## config.mk

```make
export PLATFORM = sky130hd
export DESIGN_NAME = sipo_deserializer_flat
export DESIGN_NICKNAME = d
export VERILOG_FILES = /design/src/rtl/sipo_deserializer_if.sv /design/src/rtl/sipo_deserializer.sv /design/src/flat_wrapper.sv
export SDC_FILE = /design/constraint.sdc
export NUM_CORES = 1
export LEC_CHECK = 0
export BUFFER_PORTS_ARGS = -buffer_cell sky130_fd_sc_hd__buf_4
export CELL_PAD_IN_SITES_DETAIL_PLACEMENT = 0
export CELL_PAD_IN_SITES_GLOBAL_PLACEMENT = 1
export CORE_MARGIN = 4
export CORE_UTILIZATION = 31
export DETAILED_ROUTE_END_ITERATION = 12
export PLACE_DENSITY = 0.78
export SLEW_MARGIN = 5
export SYNTH_ARGS = -nofsm -noshare
export SYNTH_HDL_FRONTEND = slang
export SYNTH_SLANG_ARGS = --single-unit
```

## constraint.sdc

```tcl
create_clock -name clk -period 1.15 [get_ports clk]
set_input_delay 0.0575 -clock clk [delete_from_list [all_inputs] [get_ports clk]]
set_output_delay 0.0575 -clock clk [all_outputs]
set_load 0.01 [all_outputs]
```

## src/rtl/sipo_deserializer_if.sv

```systemverilog
// Serial-in / parallel-out bus between a bit source and the deserializer.
// The master drives the serial side and the downstream ready.
// The slave (the deserializer) returns the assembled word and its status.
interface sipo_deserializer_if #(
    parameter int N  = 4,
    parameter int CW = $clog2(N)
) ();

    logic          shift_en;
    logic          serial_in;
    logic          frame_clr;
    logic          out_ready;
    logic [N-1:0]  parallel_out;
    logic          out_valid;
    logic [CW-1:0] bit_count;
    logic          overrun;

    modport master (
        output shift_en,
        output serial_in,
        output frame_clr,
        output out_ready,
        input  parallel_out,
        input  out_valid,
        input  bit_count,
        input  overrun
    );

    modport slave (
        input  shift_en,
        input  serial_in,
        input  frame_clr,
        input  out_ready,
        output parallel_out,
        output out_valid,
        output bit_count,
        output overrun
    );

endinterface

```

## src/rtl/sipo_deserializer.sv

```systemverilog
// MSB-first serial-to-parallel deserializer with a one-word output holding
// register. The output FSM is EMPTY/FULL. A word that completes while the
// holding register is full and not being drained is dropped, and the sticky
// overrun flag is raised.
module sipo_deserializer #(
    parameter int N  = 4,
    parameter int CW = $clog2(N)
) (
    input  logic               clk,
    input  logic               reset,
    sipo_deserializer_if.slave bus
);

    typedef enum logic [0:0] {
        ST_EMPTY = 1'b0,
        ST_FULL  = 1'b1
    } state_t;

    state_t        state_r;
    state_t        state_next_s;
    logic [N-1:0]  shreg_r;
    logic [CW-1:0] bit_count_r;
    logic [N-1:0]  parallel_r;
    logic          overrun_r;

    logic [N-1:0]  word_s;
    logic          word_done_s;
    logic          load_s;
    logic          drop_s;

    // frame_clr suppresses completion, so the bit sampled on a clear edge is discarded.
    assign word_s      = {shreg_r[N-2:0], bus.serial_in};
    assign word_done_s = bus.shift_en && !bus.frame_clr && (bit_count_r == CW'(N - 1));

    // State register for the output holding FSM.
    always_ff @(posedge clk) begin
        if (reset) begin
            state_r <= ST_EMPTY;
        end else begin
            state_r <= state_next_s;
        end
    end

    // Next state: a completed word always leaves the register full; otherwise a ready drains it.
    always_comb begin
        state_next_s = state_r;
        case (state_r)
            ST_EMPTY: begin
                if (word_done_s) begin
                    state_next_s = ST_FULL;
                end else begin
                    state_next_s = ST_EMPTY;
                end
            end
            ST_FULL: begin
                if (word_done_s) begin
                    state_next_s = ST_FULL;
                end else if (bus.out_ready) begin
                    state_next_s = ST_EMPTY;
                end else begin
                    state_next_s = ST_FULL;
                end
            end
            default: begin
                state_next_s = ST_EMPTY;
            end
        endcase
    end

    // FSM outputs: load the new word, or drop it when full and not being drained.
    always_comb begin
        load_s = 1'b0;
        drop_s = 1'b0;
        case (state_r)
            ST_EMPTY: begin
                load_s = word_done_s;
                drop_s = 1'b0;
            end
            ST_FULL: begin
                if (word_done_s && bus.out_ready) begin
                    load_s = 1'b1;
                    drop_s = 1'b0;
                end else if (word_done_s) begin
                    load_s = 1'b0;
                    drop_s = 1'b1;
                end else begin
                    load_s = 1'b0;
                    drop_s = 1'b0;
                end
            end
            default: begin
                load_s = 1'b0;
                drop_s = 1'b0;
            end
        endcase
    end

    // Shift register and bit counter; clear wins over shifting, and the counter wraps on completion.
    always_ff @(posedge clk) begin
        if (reset) begin
            shreg_r     <= {N{1'b0}};
            bit_count_r <= {CW{1'b0}};
        end else if (bus.frame_clr) begin
            shreg_r     <= {N{1'b0}};
            bit_count_r <= {CW{1'b0}};
        end else if (bus.shift_en) begin
            shreg_r     <= word_s;
            bit_count_r <= word_done_s ? {CW{1'b0}} : (bit_count_r + CW'(1));
        end else begin
            shreg_r     <= shreg_r;
            bit_count_r <= bit_count_r;
        end
    end

    // Holding register and sticky overrun flag; overrun is cleared only by reset.
    always_ff @(posedge clk) begin
        if (reset) begin
            parallel_r <= {N{1'b0}};
            overrun_r  <= 1'b0;
        end else begin
            if (load_s) begin
                parallel_r <= word_s;
            end else begin
                parallel_r <= parallel_r;
            end
            if (drop_s) begin
                overrun_r <= 1'b1;
            end else begin
                overrun_r <= overrun_r;
            end
        end
    end

    assign bus.parallel_out = parallel_r;
    assign bus.out_valid    = (state_r == ST_FULL);
    assign bus.bit_count    = bit_count_r;
    assign bus.overrun      = overrun_r;

endmodule

```

## src/flat_wrapper.sv

```systemverilog
// flat-port wrapper written by rule: the top's interface ports become plain ports
module sipo_deserializer_flat 
#(
    parameter int N  = 4,
    parameter int CW = $clog2(N)
)
  (clk, reset, bus_shift_en, bus_serial_in, bus_frame_clr, bus_out_ready, bus_parallel_out, bus_out_valid, bus_bit_count, bus_overrun);
  sipo_deserializer_if #(.N(N), .CW(CW)) bus_i ();
  input  logic clk;
  input  logic reset;
  input wire logic [$bits(bus_i.shift_en)-1:0] bus_shift_en;
  input wire logic [$bits(bus_i.serial_in)-1:0] bus_serial_in;
  input wire logic [$bits(bus_i.frame_clr)-1:0] bus_frame_clr;
  input wire logic [$bits(bus_i.out_ready)-1:0] bus_out_ready;
  output wire logic [$bits(bus_i.parallel_out)-1:0] bus_parallel_out;
  output wire logic [$bits(bus_i.out_valid)-1:0] bus_out_valid;
  output wire logic [$bits(bus_i.bit_count)-1:0] bus_bit_count;
  output wire logic [$bits(bus_i.overrun)-1:0] bus_overrun;
  assign bus_i.shift_en = bus_shift_en;
  assign bus_i.serial_in = bus_serial_in;
  assign bus_i.frame_clr = bus_frame_clr;
  assign bus_i.out_ready = bus_out_ready;
  assign bus_parallel_out = bus_i.parallel_out;
  assign bus_out_valid = bus_i.out_valid;
  assign bus_bit_count = bus_i.bit_count;
  assign bus_overrun = bus_i.overrun;
  sipo_deserializer #(.N(N), .CW(CW)) u_core (.clk(clk), .reset(reset), .bus(bus_i));
endmodule
```

==> out/results.txt <==
Fmax achieved: 926 MHz
Fin. Hold Viols: 0
Register area share after synthesis: 45.7%
Max cap viols: 0
Largest family of logic cells by synthesized area: simple AND/OR/NAND/NOR gates
Area fraction in and, or, nand and nor cells after synthesis: 24.4%
Worst Path Max Fanout: 6
Die W: 47.4 um
Clock latency at the later pin of the worst-skew pair: 0.27 ns
Max-slew headroom: 85.4%
Tot GR Track Use: 8.61%
Crit path kind: primary input to flip-flop
Largest net degree at the start of global routing: 16
Post-synthesis compound-gate area fraction: 3.12%
TNS Setup: 0 ns
Most used cells in the layout excluding fill and tap cells: buf_4 (14), nand2b_1 (9), mux2i_1 (9), dfxtp_1 (9), nor3_1 (5)
Pwr dens: 1110 mW/mm^2
Yosys reg bits: 11
Most common cell after layout, fill and taps aside: buf_4
H-tree Lvls: 1
Mux cell area share after synthesis: 18.7%
Crit path largest cell delay: 0.62 ns
Antenna-violating nets left: 0
Hold path startpoint: reset
Worst R2R Start: u_core.bus.bit_count[1]$_SDFFE_PP0P_
Lkg Pwr: 0.278 nW
DIE AREA: 0.00225 sq mm
WP data required: 1.34 ns
I/O pin cnt: 14
Root buf cell: clkbuf_4
Cell variety after synth: 12
Wire per inst: 11.1 um
Design area: 636 sq um
Starting Density: 34.8%
Fin crit share: 94.0%
R2R Setup Slk: 0.10 ns
Worst EP arrival: 1.27 ns
Synth Area in XOR/XNOR: 0%
Reg-to-Reg End: u_core.bus.parallel_out[3]$_SDFFE_PP0P_
Final Setup Violations: 0
First-pass GRT wire length: 1320 um
Crit-path slowest cell: dlygate4sd3_1
Count of pins over their slew limit: 0
Critical path endpoint category: flip-flop
Initial drt markers: 1
Area post-placement: 591 sq um
Synthesized netlist cell count: 44
Area growth, synth to finish: 31.9%
Syn Nets: 51
Maximum root-to-sink buffer count: 2
Type of origin of the critical path: primary input
Synth Warn #: 0
Syn avg cell area: 10.9 sq um
Antenna violations before repair: 0
Hold crit path type: primary input to flip-flop
Cts bufs inserted: 3
Post-layout min period: 1.08 ns
Outcome: completed
Hpwl dp: 635 um
Worst hold stages: 2
Layout cells sized above 1: 38.3%
Crit-path cells: dlygate4sd3_1 > nand3b_4 > nor2b_4 > mux2i_1
Inserted Diodes: 0
Core Area: 0.00138 sq mm
Routability cong.: 0.615
Post-route insts no fill: 75
RSZ-0062 raised after global routing: false
Inst Count DP: 71
Rows: 13
Vias in the first global route: 318
Hold EP: u_core.bus.out_valid$_SDFF_PP0_
Final nets: 68
Max VDD drop: 0.644 mV
Clock skew: 0.00625 ns
Slew @ Worst Pin: 0.218 ns
Via density: 4.51
Worst Reg-to-Reg Cells: 4
CTS sink cnt: 11
Post-route DRC: 0
Die height: 47.4 um
CTS clk-pin slew, worst paths: 0.07 ns
CTS tree: done
WL final: 834 um
Adder-cell share of the synthesized area: 2.60%
Drt first pass iters: 2
Count of input and output buffers: 13
Netlist Area Pre-Place: 482 sq um
Grt ovf: 0
DR vias: 338
==> Yosys cell counts <==
master	instances	area, sq um
a21oi_1	1	5.00
buf_6	2	22.5
clkbuf_1	1	3.75
dfxtp_1	11	220
ha_1	1	12.5
mux2i_1	9	90.1
nand2b_1	9	56.3
nand3b_4	1	20.0
nor2_1	2	7.51
nor2b_2	1	8.76
nor3_1	5	25.0
o21ba_2	1	10.0
==> final cells by class <==
| type | instances | area, sq um |
|---|---|---|
| tap | 15 | 18.8 |
| fill | 143 | 747 |
| timing repair buffer | 15 | 115 |
| multi-input combinational | 30 | 253 |
| sequential | 11 | 223 |
| clock buffer | 4 | 26.3 |
==> worst max path at each step <==
stage / start / to / slack, ns / cells past startpoint
2_1_floorplan: u_core.bus.bit_count[1]$_SDFFE_PP0P_ / u_core.bus.parallel_out[0]$_SDFFE_PP0P_ / 0.02 / 5
3_3_place_gp: u_core.bus.bit_count[1]$_SDFFE_PP0P_ / u_core.bus.parallel_out[1]$_SDFFE_PP0P_ / 0.02 / 4
3_5_place_dp: u_core.bus.bit_count[1]$_SDFFE_PP0P_ / u_core.bus.parallel_out[2]$_SDFFE_PP0P_ / -0.03 / 4
4_1_cts: bus_frame_clr / u_core.bus.parallel_out[3]$_SDFFE_PP0P_ / 0.05 / 5
5_1_grt: bus_frame_clr / u_core.bus.parallel_out[1]$_SDFFE_PP0P_ / 0.008 / 4
6_report: bus_frame_clr / u_core.bus.parallel_out[3]$_SDFFE_PP0P_ / 0.07 / 4
==> sequential cells by signal, summed over array words and instances, names as in the netlist <==
signal                   flops
u_core.bus.out_valid         1
u_core.bus.parallel_out      4
u_core.bus.overrun           1
u_core.shreg_r               3
u_core.bus.bit_count         2
==> what timing repair did <==
item                       CTS  global route
pin swaps                    0             1
hold buffers                 1             0
setup endpoints to repair    4             2
resized for setup            1             2
setup buffers                0             0
hold endpoints to repair     5             0
==> where the power goes <==
group          internal (mW)  total [mW]  switching [mW]
combinational         0.0329      0.0569          0.0240
clock                  0.134       0.258           0.124
sequential             0.385       0.388         0.00331
total                  0.552       0.703           0.151
==> critical path, delay by kind of cell <==
kind / cells / cell delay (ns)
buf+inv: 1 / 0.62
mux: 1 / 0.19
simple gates: 2 / 0.40
==> metal layers <==
layer  share of wire, %  global-route usage (%)  routed length, um  vias up
met5                  0                       0                  0        -
met2                 44                    11.2                369       10
li1                   -                       -                  -      181
met1                 46                    11.1                387      147
met3                9.2                    5.64                 77        0
met4                  0                    3.31                  0        0
==> per-stage QoR <==
stage	util [%]	hold WS [ns]	power, mW	worst slack (ns)
4_1_cts	45.7	0.0373	0.719	0.0470
5_1_grt	46.0	0.0480	0.745	0.00756
2_1_floorplan	-	0.129	0.429	0.0165
3_3_place_gp	42.7	0.274	0.453	0.0231
6_report	46.0	0.0504	0.703	0.0695
3_5_place_dp	42.7	0.272	0.452	-0.0261
==> logic make-up (layout without fill, tap and decap cells) <==
| kind of cell | count (synthesis) | in the layout |
|---|---|---|
| and+or+nand+nor | 18 | 18 |
| buffers and inverters | 3 | 19 |
| AOI/OAI and AO/OA | 2 | 2 |
| adders and majority gates | 1 | 1 |
| muxes | 9 | 9 |
| DFF | 11 | 11 |
Note: power is estimated with default switching activity, not from simulation.
